<file path="config.mk">
export PLATFORM = sky130hd
export DESIGN_NAME = selector_rr_scheduler_flat
export DESIGN_NICKNAME = d
export VERILOG_FILES = /design/src/rtl/selector_rr_scheduler_if.sv /design/src/rtl/selector_rr_scheduler.sv /design/src/flat_wrapper.sv
export SDC_FILE = /design/constraint.sdc
export NUM_CORES = 1
export LEC_CHECK = 0
export ABC_CLOCK_PERIOD_IN_PS = 3610
export CAP_MARGIN = 0
export CORE_ASPECT_RATIO = 0.5
export CORE_UTILIZATION = 47
export CTS_CLUSTER_SIZE = 16
export DETAILED_ROUTE_END_ITERATION = 6
export GPL_TIMING_DRIVEN = 0
export PLACE_DENSITY = 0.79
export SLEW_MARGIN = 5
export SYNTH_ARGS = -nofsm -noshare
export SYNTH_HDL_FRONTEND = slang
export SYNTH_SLANG_ARGS = --single-unit
</file>
<file path="constraint.sdc">
create_clock -name clk -period 3.61 [get_ports clk]
set_clock_uncertainty 0.1 [all_clocks]
set_input_delay 1.083 -clock clk [delete_from_list [all_inputs] [get_ports clk]]
set_output_delay 1.083 -clock clk [all_outputs]
set_load 0.02 [all_outputs]
</file>
<file path="src/rtl/selector_rr_scheduler_if.sv">
// Bus between the round-robin scheduler, its 8 requesters and the shared
// 8:1 byte selector. The master side is the scheduler. The slave side is the
// requesters together with the selector.
interface selector_rr_scheduler_if #(
    parameter int DATA_W = 8
);
    logic [7:0]        req;
    logic [DATA_W-1:0] sel_data;
    logic [2:0]        choice;
    logic [7:0]        grant;
    logic              grant_valid;
    logic [DATA_W-1:0] data_out;
    logic              data_valid;

    modport master (
        input  req,
        input  sel_data,
        output choice,
        output grant,
        output grant_valid,
        output data_out,
        output data_valid
    );

    modport slave (
        output req,
        output sel_data,
        input  choice,
        input  grant,
        input  grant_valid,
        input  data_out,
        input  data_valid
    );
endinterface

</file>
<file path="src/rtl/selector_rr_scheduler.sv">
// Round-robin scheduler sharing one 8:1 byte selector among 8 requesters.
// - Each grant is one-hot and lasts at most SLOT_CYCLES cycles.
// - After a release, the priority pointer moves to the slot just past the
//   releasing requester, and arbitration runs again in the same cycle.
//   Because of this, consecutive grants follow each other with no idle gap.
// - Every output comes from a register, so there is no combinational path
//   from req to any output.
module selector_rr_scheduler #(
    parameter int DATA_W      = 8,
    parameter int SLOT_CYCLES = 4
) (
    input  logic                     clk,
    input  logic                     rst_n,
    selector_rr_scheduler_if.master  bus
);

    typedef enum logic {
        IDLE  = 1'b0,
        GRANT = 1'b1
    } state_t;

    localparam logic [3:0] SLOT_LAST = 4'(SLOT_CYCLES - 1);

    state_t            state_q, state_d;
    logic [7:0]        grant_q, grant_d;
    logic [2:0]        choice_q, choice_d;
    logic [3:0]        slot_q, slot_d;
    logic [2:0]        ptr_q, ptr_d;
    logic [DATA_W-1:0] data_out_q;
    logic              data_valid_q;

    logic [2:0]        arb_ptr;
    logic [2:0]        arb_win;
    logic              arb_found;
    logic              release_now;

    // Circular priority scan: take the first active request found when
    // scanning upward from arb_ptr and wrapping modulo 8.
    always_comb begin
        logic [2:0] idx;
        arb_found = 1'b0;
        arb_win   = 3'd0;
        idx       = 3'd0;
        for (int k = 0; k < 8; k++) begin
            idx = arb_ptr + 3'(k);
            if (!arb_found && bus.req[idx]) begin
                arb_found = 1'b1;
                arb_win   = idx;
            end
        end
    end

    // State register together with the registered datapath. Reset takes
    // priority and aborts any grant in progress.
    always_ff @(posedge clk) begin
        if (!rst_n) begin
            state_q      <= IDLE;
            grant_q      <= 8'd0;
            choice_q     <= 3'd0;
            slot_q       <= 4'd0;
            ptr_q        <= 3'd0;
            data_out_q   <= '0;
            data_valid_q <= 1'b0;
        end else begin
            state_q      <= state_d;
            grant_q      <= grant_d;
            choice_q     <= choice_d;
            slot_q       <= slot_d;
            ptr_q        <= ptr_d;
            data_valid_q <= (state_q == GRANT);
            if (state_q == GRANT) begin
                data_out_q <= bus.sel_data;
            end
        end
    end

    // Next-state logic. A grant is released when its owner drops req or
    // when its slot expires. On release, arbitration uses the advanced
    // pointer, so a lone requester may win again right away.
    always_comb begin
        state_d     = state_q;
        grant_d     = grant_q;
        choice_d    = choice_q;
        slot_d      = slot_q;
        ptr_d       = ptr_q;
        arb_ptr     = ptr_q;
        release_now = 1'b0;
        case (state_q)
            IDLE: begin
                if (arb_found) begin
                    grant_d  = 8'b1 << arb_win;
                    choice_d = arb_win;
                    slot_d   = 4'd0;
                    state_d  = GRANT;
                end
            end
            GRANT: begin
                arb_ptr     = choice_q + 3'd1;
                release_now = !bus.req[choice_q] || (slot_q == SLOT_LAST);
                if (!release_now) begin
                    slot_d = slot_q + 4'd1;
                end else begin
                    ptr_d = choice_q + 3'd1;
                    if (arb_found) begin
                        grant_d  = 8'b1 << arb_win;
                        choice_d = arb_win;
                        slot_d   = 4'd0;
                    end else begin
                        grant_d = 8'd0;
                        slot_d  = 4'd0;
                        state_d = IDLE;
                    end
                end
            end
            default: begin
                state_d = IDLE;
                grant_d = 8'd0;
            end
        endcase
    end

    // Output decode. Every value here is taken directly from a register.
    always_comb begin
        bus.grant       = grant_q;
        bus.choice      = choice_q;
        bus.grant_valid = (state_q == GRANT);
        bus.data_out    = data_out_q;
        bus.data_valid  = data_valid_q;
    end

endmodule

</file>
<file path="src/flat_wrapper.sv">
// flat-port wrapper written by rule: the top's interface ports become plain ports
module selector_rr_scheduler_flat 
#(
    parameter int DATA_W      = 8,
    parameter int SLOT_CYCLES = 4
)
  (clk, rst_n, bus_req, bus_sel_data, bus_choice, bus_grant, bus_grant_valid, bus_data_out, bus_data_valid);
  selector_rr_scheduler_if #(.DATA_W(DATA_W)) bus_i ();
  input  logic clk;
  input  logic rst_n;
  input wire logic [$bits(bus_i.req)-1:0] bus_req;
  input wire logic [$bits(bus_i.sel_data)-1:0] bus_sel_data;
  output wire logic [$bits(bus_i.choice)-1:0] bus_choice;
  output wire logic [$bits(bus_i.grant)-1:0] bus_grant;
  output wire logic [$bits(bus_i.grant_valid)-1:0] bus_grant_valid;
  output wire logic [$bits(bus_i.data_out)-1:0] bus_data_out;
  output wire logic [$bits(bus_i.data_valid)-1:0] bus_data_valid;
  assign bus_i.req = bus_req;
  assign bus_i.sel_data = bus_sel_data;
  assign bus_choice = bus_i.choice;
  assign bus_grant = bus_i.grant;
  assign bus_grant_valid = bus_i.grant_valid;
  assign bus_data_out = bus_i.data_out;
  assign bus_data_valid = bus_i.data_valid;
  selector_rr_scheduler #(.DATA_W(DATA_W), .SLOT_CYCLES(SLOT_CYCLES)) u_core (.clk(clk), .rst_n(rst_n), .bus(bus_i));
endmodule
</file>
# Yosys cells after proc, flatten, opt, wreduce, memory -nomap -nowiden
# Cells that the tools add are included.
[classes]
add_sub_neg = 9
magnitude_cmp = 9
n_eq_ne = 3
shift = 1
muxes = 48
n_bitwise = 1
n_reduce_logical = 18
[op_table]
columns = ["op", "n"]
rows = [
  ["$lt 3x4->1 const B", 9],
  ["$mux 3", 11],
  ["$bmux 1 s3", 9],
  ["$mux 8", 3],
  ["$mux 1", 19],
  ["$pmux 8 s2", 1],
  ["$add 3x3->3 const B", 4],
  ["$logic_not 1->1", 8],
  ["$mux 4", 2],
  ["$pmux 4 s2", 1],
  ["$shl 1x3->8 const A", 1],
  ["$logic_and 1x1->1", 7],
  ["$add 3x1->3 const B", 2],
  ["$add 3x2->3 const B", 2],
  ["$pmux 3 s2", 1],
  ["$add 4x1->4 const B", 1],
  ["$eq 4x2->1 const B", 1],
  ["$reduce_and 2->1", 2],
  ["$ne 2x1->1 const B", 1],
  ["$ne 2x2->1 const B", 1],
  ["$pmux 1 s2", 1],
  ["$logic_or 1x1->1", 1],
  ["$not 1->1", 1],
]
[word_totals]
reg_bits = 28
word_cells = 96

# Depth between registers and ports, before layout
# Gate-level depths: netlist (run 1).
[logic_depth]
ltp_word = 30
ltp_mapped = 14

# Worst setup path after synthesis (run 1)
# OpenSTA, ideal clock, no wires.
[synth_path]
path_kind = "register to register"
from = "register u_core.choice_q[1], in the netlist u_core.bus.choice[1]"
to = "register u_core.grant_q[1], in the netlist u_core.bus.grant[1]"
setup_time_ps = 117
arrival_time_ps = 3544
t_required_ps = 3393
path_slack_ps = -152
path_stages_with_launch = 15
period_less_slack_ps = 3762
cell_sequence = "dfxtp_1 ha_1 mux2i_1 inv_1 clkbuf_1 ha_1 xnor2_1 mux2i_1 or2_1 clkbuf_1 a211oi_1 o32a_1 o32ai_4 inv_4 a32o_1"
[synth_via]
elab_chain_len = 30
elab_cells_between_ends = 67
classes_between = "8 x add/sub; 2 x eq/ne; 1 x shift; 39 x mux; 17 x reduce/logical"
[synth_lines]
columns = ["element", "line_no", "text"]
rows = [
  ["start: declaration", "selector_rr_scheduler.sv:26", "logic [2:0] choice_q, choice_d;"],
  ["start signal: assignment", "selector_rr_scheduler.sv:67", "choice_q <= choice_d;"],
  ["branches (longest 30 deep; another with $add 3x1->3)", "n/a", ""],
  ["end signal: assignment", "selector_rr_scheduler.sv:66", "grant_q <= grant_d;"],
  ["end: declaration", "selector_rr_scheduler.sv:25", "logic [7:0] grant_q, grant_d;"],
]
# Several ways; the timed one is not identified. The select of a mux whose other input is x is not followed.
# A chain may end at the register's enable or synchronous reset.

# Worst setup path in the final report (run 1)
[layout_path]
from = "register u_core.state_q, in the netlist u_core.bus.grant_valid"
to = "register u_core.grant_q[2], in the netlist u_core.bus.grant[2]"
[layout_via]
elab_chain_len = 29
elab_cells_between_ends = 63
classes_between = "7 x add/sub; 2 x eq/ne; 1 x shift; 37 x mux; 1 x bitwise; 15 x reduce/logical"
[layout_lines]
columns = ["element", "line_no", "text"]
rows = [
  ["start: declaration", "selector_rr_scheduler.sv:24", "state_t state_q, state_d;"],
  ["start signal: assignment", "selector_rr_scheduler.sv:65", "state_q <= state_d;"],
  ["branches (longest 29 deep; another with $add 3x1->3)", "n/a", ""],
]
# Several ways; the timed one is not identified. The select of a mux whose other input is x is not followed.

==> results of run 1 <==
-- cell usage in the layout (no fill, tap or decap), types with 3 or more instances in the layout --
master	n
a21oi_1	13
a31oi_1	3
a32o_1	5
and2_1	5
buf_4	14
clkbuf_8	4
clkdlybuf4s15_1	4
clkdlybuf4s50_1	30
dfxtp_1	25
dlygate4sd2_1	4
inv_1	6
mux2i_1	16
mux4_2	4
nand2_1	21
nand3_1	22
nor2_1	25
nor3_1	4
o211ai_1	4
o21a_1	3
o21ai_0	9
o21ai_1	3
o21ai_2	3
o31ai_1	3
o31ai_2	3
or2_1	3
or2_2	3
-- flip-flops by register name (all words and copies together) (netlist names) --
signal,cells
u_core.bus.choice,3
u_core.bus.data_out,8
u_core.bus.data_valid,1
u_core.bus.grant,8
u_core.bus.grant_valid,1
u_core.ptr_q,3
u_core.slot_q,4
-- area by class of cell --
type	instances	area, µm²	area share (%)
Multi-Input combinational cell	209	1670	56.9
Sequential cell	28	567	19.4
Timing Repair Buffer	51	477	16.3
Buffer	10	76.3	2.61
Tap cell	54	67.6	2.31
Clock buffer	3	41.3	1.41
Inverter	8	32.5	1.11
-- tightest hold or removal path, stage by stage (launching register included) --
cell	delay, ns
dfxtp_1	0.32
nand2_1	0.05
o31ai_1	0.05
-- cell families after synthesis --
logic type	count (synthesis)
adder cells (fa/ha/maj)	4
XOR/XNOR	6
multiplexers	27
flip-flops	28
AND/OR/NAND/NOR	104
buffers and inverters	18
AO/OA/AOI/OAI	68
-- power by group through the flow --
stage | registers (mW) | clock network, mW | logic [mW]
finish | 0.428 | 0.166 | 2.16
detailed placement | 0.427 | 0 | 1.62
global placement | 0.423 | 0 | 1.57
floorplan | 0.481 | 0 | 1.15
CTS | 0.421 | 0.168 | 1.87
global route | 0.436 | 0.179 | 2.29
-- final timing paths --
path | startpoint | to | slack, ns | cells after the start
setup / recovery | u_core.bus.grant_valid | u_core.bus.grant[2] | -0.07 | 14
hold / removal | u_core.bus.grant[6] | u_core.bus.grant[6] | 0.36 | 2
setup reg to reg | u_core.bus.grant_valid | u_core.bus.grant[2] | -0.07 | 14
hold reg to reg | u_core.bus.grant[6] | u_core.bus.grant[6] | 0.36 | 2
-- synth_stat cells, drive strengths merged (2+ instances only) --
cell    number
nand3       24
and2         7
nand2       22
nor3         5
o211ai       5
mux2i       20
or2          6
and3         4
a21oi       14
o21ai       15
o221ai       2
a21boi       4
buf          5
mux4         4
xnor2        5
o31ai        6
a31oi        3
or3          3
dfxtp       28
o32a         2
a21o         2
nor2        27
o21a         3
mux2         3
inv          8
ha           4
clkbuf       5
nor3b        2
a32o         5
a211oi       2
-- what timing repair did --
item	4_1_cts	5_1_grt
setup buffers	9	4
pin swaps	5	7
gates resized for setup	40	30
setup endpoints to repair	15	14
-- metal layers --
layer	vias to the layer above	global-route usage [%]	share of wire (%)
met5	-	0	0
met4	0	9.20	1.7
met3	18	6.39	9.6
met2	126	41.3	47
met1	1067	34.5	42
li1	1057	-	-
==> metrics.md, run 1 <==
| Metric | Value |
|---|---|
| Run status | finished, violations left |
| Failing checks | negative setup slack |
| Final TNS setup | -0.0742 ns |
| Row count | 16 |
| Mapped Area | 2090 µm² |
| Minimum clock period | 3.68 ns |
| Num CTS Buffers | 3 |
| Clk network pwr share | under 10% |
| First-pass GRT wire length | 9660 µm |
| Worst min path class | flop to flop |
| GRT overflow | 0 |
| Slew @ Worst Pin | about 0.64 ns |
| Rel. slew slack | 57.5% |
| TritonRoute pass-1 iters | 6 |
| CP Cell Sequence | buf_8 -> mux2i_4 -> inv_2 -> buf_4 -> ha_4 -> xnor2_4 -> mux2i_2 -> or2_1 -> clkbuf_2 -> nor4_1 -> nor3_1 -> o21ai_2 -> or3_4 -> o31ai_2 |
| VDD IR max | between 0.4 and 0.5 mV |
| Clk sinks | 28 |
| Xor/xnor share of the synthesized area | roughly 2.9% |
| Detail Placement HPWL | 4370 µm |
| Ys async rst share | 0% |
| TritonCTS clock tree | built |
| Full die area | between 4000 and 5000 µm² |
| Clk slew on worst S/H paths | about 0.09 ns |
| Top-area cell type share of the netlist area | 26.9% |
| Final Hold Fails | 0 |
| Post-route DRC | 0 |
| Hold slack final | between 0.3 and 0.4 ns |
| Distinct cell type count after synthesis | between 50 and 60 |
| Pre-CTS WS | -0.665 ns |
| Compound-Gate Fraction of Synth Area | between 20 and 25% |
| Root Driver | clkbuf_8 |
| Syn avg cell area | 8.18 µm² |
| Die X | around 96 µm |
| Vias per Instance | ~6.2 |
| Yosys Warn Count | 0 |
| Pwr per Cell Area | 939 nW/µm² |
| Area of the core | roughly 4100 µm² |
| Post-synth top area cell | dfxtp_1 |
| Worst-Skew Late Latency | between 0.2 and 0.3 ns |
| Internal power | around 1.4 mW |
| DP Cell Count | 347 |
| Crit path kind | flop to flop |
| Syn nets | 277 |
| CP max-delay cell | or3_4 |
| Post-synth EDFFs | 0 |
| Antenna viol nets, final | 0 |
| Reg power frac | 15.6% |
| Post-synthesis mux area share | 15.5% |
| Tcrit/Tclk final | 102% |
| Seq/Total Area, Yosys | between 20% and 30% |
| Max cap viols | 0 |
| Placement Cell Area | 2550 µm² |
| Drt wl/cell | ~17 µm |
| RePlAce Congestion | between 0.9 and 1 |
| Area share of fa/ha/maj cells after synthesis | roughly 2.4% |
| Max-slew violation count | 0 |
| Die height | between 40 and 50 µm |
| Post-layout util | 71.7% |
| DRT iter0 DRCs | approximately 140 |
| Cells taking the most area after synthesis | dfxtp_1 27%, mux2i_1 9.6%, nand3_1 5.8%, nor2_1 4.7%, mux4_2 4.3% |
| Worst setup margin | -0.0686 ns |
| Vias in the first global route | around 2100 |
| Total Wirelength | roughly 6200 µm |
| Crit end category | flop |
| Starting Density | 51.1% |
| Critical Path Fanout Max | 10 |
| Largest family of logic cells by synthesized area | simple AND/OR/NAND/NOR gates |
| Comb power frac | roughly four fifths |
| Layout cells sized above 1 | between 20% and 30% |
| Startpoint Class | flop |
| Buf+Inv Stages, Crit Path | 4 |
| H-tree levels | 1 |
| Setup violations, final | 2 |
| Final Total Pwr | ~2.8 mW |
| All-Layer GR Usage | a little over a quarter |
| Mapped Cells | approximately 260 |
| Pin count of the biggest net entering global routing | 15 |
| Ys flop type | dfxtp_1 |
| CTS Hold Bufs | 0 |
| Required @ worst endpoint | 3.69 ns |
| Port Buffers | 38 |
| Via count | between 2000 and 2500 |
| N_diodes | 0 |
| Non-Filler Cell Area, Final | between 2000 and 3000 µm² |
| Fillers | approximately 320 |
| Critical path's top delay family | simple AND/OR/NAND/NOR gates |
| Crit path largest cell delay | ~0.43 ns |
| FF+latch count, synth | 28 |
| Fin cells | ~360 |
| Final net count | approximately 330 |
| Sw Share | roughly half |
| LEAKAGE | 1.15 nW |
| Fmax | 0.272 GHz |
| Initial antenna violation count | 0 |
| Num ports | 39 |
| Net Sw Power | about 1.3 mW |
| Area Growth Syn to Fin | 40.3% |
| Worst EP arrival | about 3.8 ns |
| Max Buffers Root-to-Sink | 2 |
| Synth Area in Simple Gates | ~25% |
Power figures use the tool's default switching activity.
==> run 2, diff against run 1 <==
--- a/config.mk
+++ b/config.mk
@@ -8,6 +8,7 @@
 export ABC_CLOCK_PERIOD_IN_PS = 3610
 export CAP_MARGIN = 0
 export CORE_ASPECT_RATIO = 0.5
+export CORE_MARGIN = 3
 export CORE_UTILIZATION = 47
 export CTS_CLUSTER_SIZE = 16
 export DETAILED_ROUTE_END_ITERATION = 6
==> run 2 against run 1 <==
The flow now finishes without violations. Sequential power about the same. Clock power grew 13%. First-iteration DRC count fell by 22%. Cell count grew 1.7%. Critical path type is now input pin to flop.
==> metrics.md, run 2 (synthesis results as in run 1) <==
| Metric | Value |
|---|---|
| Run status | complete, no violations |
| Worst EP arrival | 3.58 ns (-0.18 ns) |
| Max-slew violation count | 0 (unchanged) |
| Root Driver | clkbuf_8 |
| N_diodes | 0 (unchanged) |
| Full die area | 5320 µm² (+13%) |
| Rel. slew slack | 60.2% (+2.7 points) |
| Critical Path Fanout Max | 4 (-6) |
| First-pass GRT wire length | 10100 µm (+4.4%) |
| Internal power | 1.46 mW (+3.8%) |
| Num CTS Buffers | 3 (unchanged) |
| Flop2flop setup slack | 0.11 ns (+0.18 ns) |
| Required @ worst endpoint | 3.68 ns (about the same) |
| Fmax | 0.285 GHz (+4.9%) |
| Starting Density | 51.1% (unchanged) |
| RePlAce Congestion | 0.990 (+3.5%) |
| Net Sw Power | 1.34 mW (-0.24%) |
| Hold slack final | 0.355 ns (-0.00213 ns) |
| Final TNS setup | 0 ns (+0.0742 ns) |
| Post-route DRC | 0 (unchanged) |
| CTS Hold Bufs | 0 (unchanged) |
| LEAKAGE | 1.18 nW (+2.3%) |
| Fin cells | 369 (+1.7%) |
| H-tree levels | 1 (unchanged) |
| Layout cells sized above 1 | 25.4% (+1.4 points) |
| Worst-Skew Late Latency | 0.27 ns (about the same) |
| Pwr per Cell Area | 938 nW/µm² (-0.12%) |
| TritonRoute pass-1 iters | 5 (-1) |
| Commonest non-fill, non-tap cells in the layout | 30 x clkdlybuf4s50_1, 25 x nor2_1, 25 x dfxtp_1, 22 x nand3_1, 21 x nand2_1 |
| Initial antenna violation count | 0 (unchanged) |
| DRT iter0 DRCs | 107 (-22%) |
| Die X | 100 µm (+4.2%) |
| Detail Placement HPWL | 4470 µm (+2.2%) |
| Die height | 53.1 µm (+8.1%) |
| Slew @ Worst Pin | 0.597 ns (-0.0402 ns) |
| Pin count of the biggest net entering global routing | 16 (+1) |
| Port Buffers | 38 (unchanged) |
| Clk network pwr share | 6.7% (+0.7 points) |
| Sw Share | 47.9% (-1.0 points) |
| Startpoint Class | input pin |
| Num ports | 39 (unchanged) |
| Clk sinks | 28 (unchanged) |
| Setup violations, final | 0 (-2) |
| Max cap viols | 0 (unchanged) |
| Vias in the first global route | 2144 (+4.5%) |
| Fillers | 286 (-10%) |
| Total Wirelength | 6490 µm (+4.5%) |
| VDD IR max | 0.461 mV (+14%) |
| Drt wl/cell | 17.6 µm (+2.8%) |
| All-Layer GR Usage | 23.8% (-2.3 points) |
| Final Hold Fails | 0 (unchanged) |
| Crit end category | flop |
| Minimum clock period | 3.51 ns (-0.171 ns) |
| DP Cell Count | 347 (unchanged) |
| Area Growth Syn to Fin | 43.1% |
| Row count | 16 (unchanged) |
| Antenna viol nets, final | 0 (unchanged) |
| Via count | 2285 (+0.75%) |
| Crit path kind | input pin to flop |
| Area of the core | 4080 µm² (unchanged) |
| Commonest non-fill, non-tap cell in the layout | clkdlybuf4s50_1 |
| Reg power frac | 15.3% (-0.3 points) |
| Vias per Instance | 6.19 (-0.89%) |
| Final net count | 338 (+1.5%) |
| Max Buffers Root-to-Sink | 2 (unchanged) |
| Worst min path class | flop to flop |
| Tcrit/Tclk final | 97.2% (-4.8 points) |
| Non-Filler Cell Area, Final | 2990 µm² (+2.0%) |
| GRT overflow | 0 (unchanged) |
| Comb power frac | 78.0% (-0.4 points) |
| Clk slew on worst S/H paths | 0.09 ns (about the same) |
| Placement Cell Area | 2550 µm² (unchanged) |
| TritonCTS clock tree | built |
==> run 2: stage by stage <==
stage / setup slack, ns / power (mW) / util [%]
4_1_cts: 0.00426 / 2.48 / 67.8
3_3_place_gp: -0.599 / 2.00 / 62.3
3_5_place_dp: -0.637 / 2.04 / 62.3
6_report: 0.103 / 2.80 / 73.1
2_1_floorplan: 0.0179 / 1.63 / -
5_1_grt: -0.0292 / 2.97 / 73.1
==> run 2: area by class of cell <==
cell class	count	area (µm²)	share of cell area, %
plain buffers	10	72.6	2.43
multi-input cells	209	1670	55.9
inverters	8	32.5	1.09
clock buffers	4	55.1	1.84
flip-flops and latches	28	567	19.0
repair buffers	56	522	17.5
well taps	54	67.6	2.26
==> run 2: per-layer routing <==
metal,global-route usage [%],wire [µm],up-vias
met2,42.1,3200,104
met1,29.1,2610,1087
met5,0,0,-
met3,5.92,469,24
met4,6.71,211,0
li1,-,-,1070
==> run 2: worst paths after layout <==
path / endpoint / cells past startpoint / start
setup / recovery: u_core.bus.grant[1] / 10 / bus_req[6]
hold / removal: u_core.bus.grant[2] / 2 / u_core.bus.grant[2]
setup reg to reg: u_core.bus.grant[1] / 13 / u_core.bus.choice[0]
hold reg to reg: u_core.bus.grant[2] / 2 / u_core.bus.grant[2]
==> run 2: power groups by stage <==
stage / Clock, mW / Combinational [mW] / Sequential, mW
floorplan: 0 / 1.15 / 0.481
global placement: 0 / 1.58 / 0.423
detailed placement: 0 / 1.62 / 0.427
CTS: 0.193 / 1.87 / 0.423
global route: 0.205 / 2.33 / 0.435
finish: 0.188 / 2.18 / 0.427
==> run 2: worst max-delay path: stages <==
cell and delay [ns]:
dlygate4sd2_1 0.28, and3_4 0.22, nor2_1 0.05, mux4_2 0.49, or4_1 0.48, a32o_1 0.25, o32a_1 0.20, o32ai_4 0.19
inv_4 0.07, a32o_1 0.25
==> run 2: timing repair <==
| action | in CTS | in global routing |
|---|---|---|
| setup buffers | 9 | 9 |
| pin swaps | 7 | 7 |
| gates resized for setup | 36 | 27 |
| endpoints found under the setup margin | 15 | 11 |
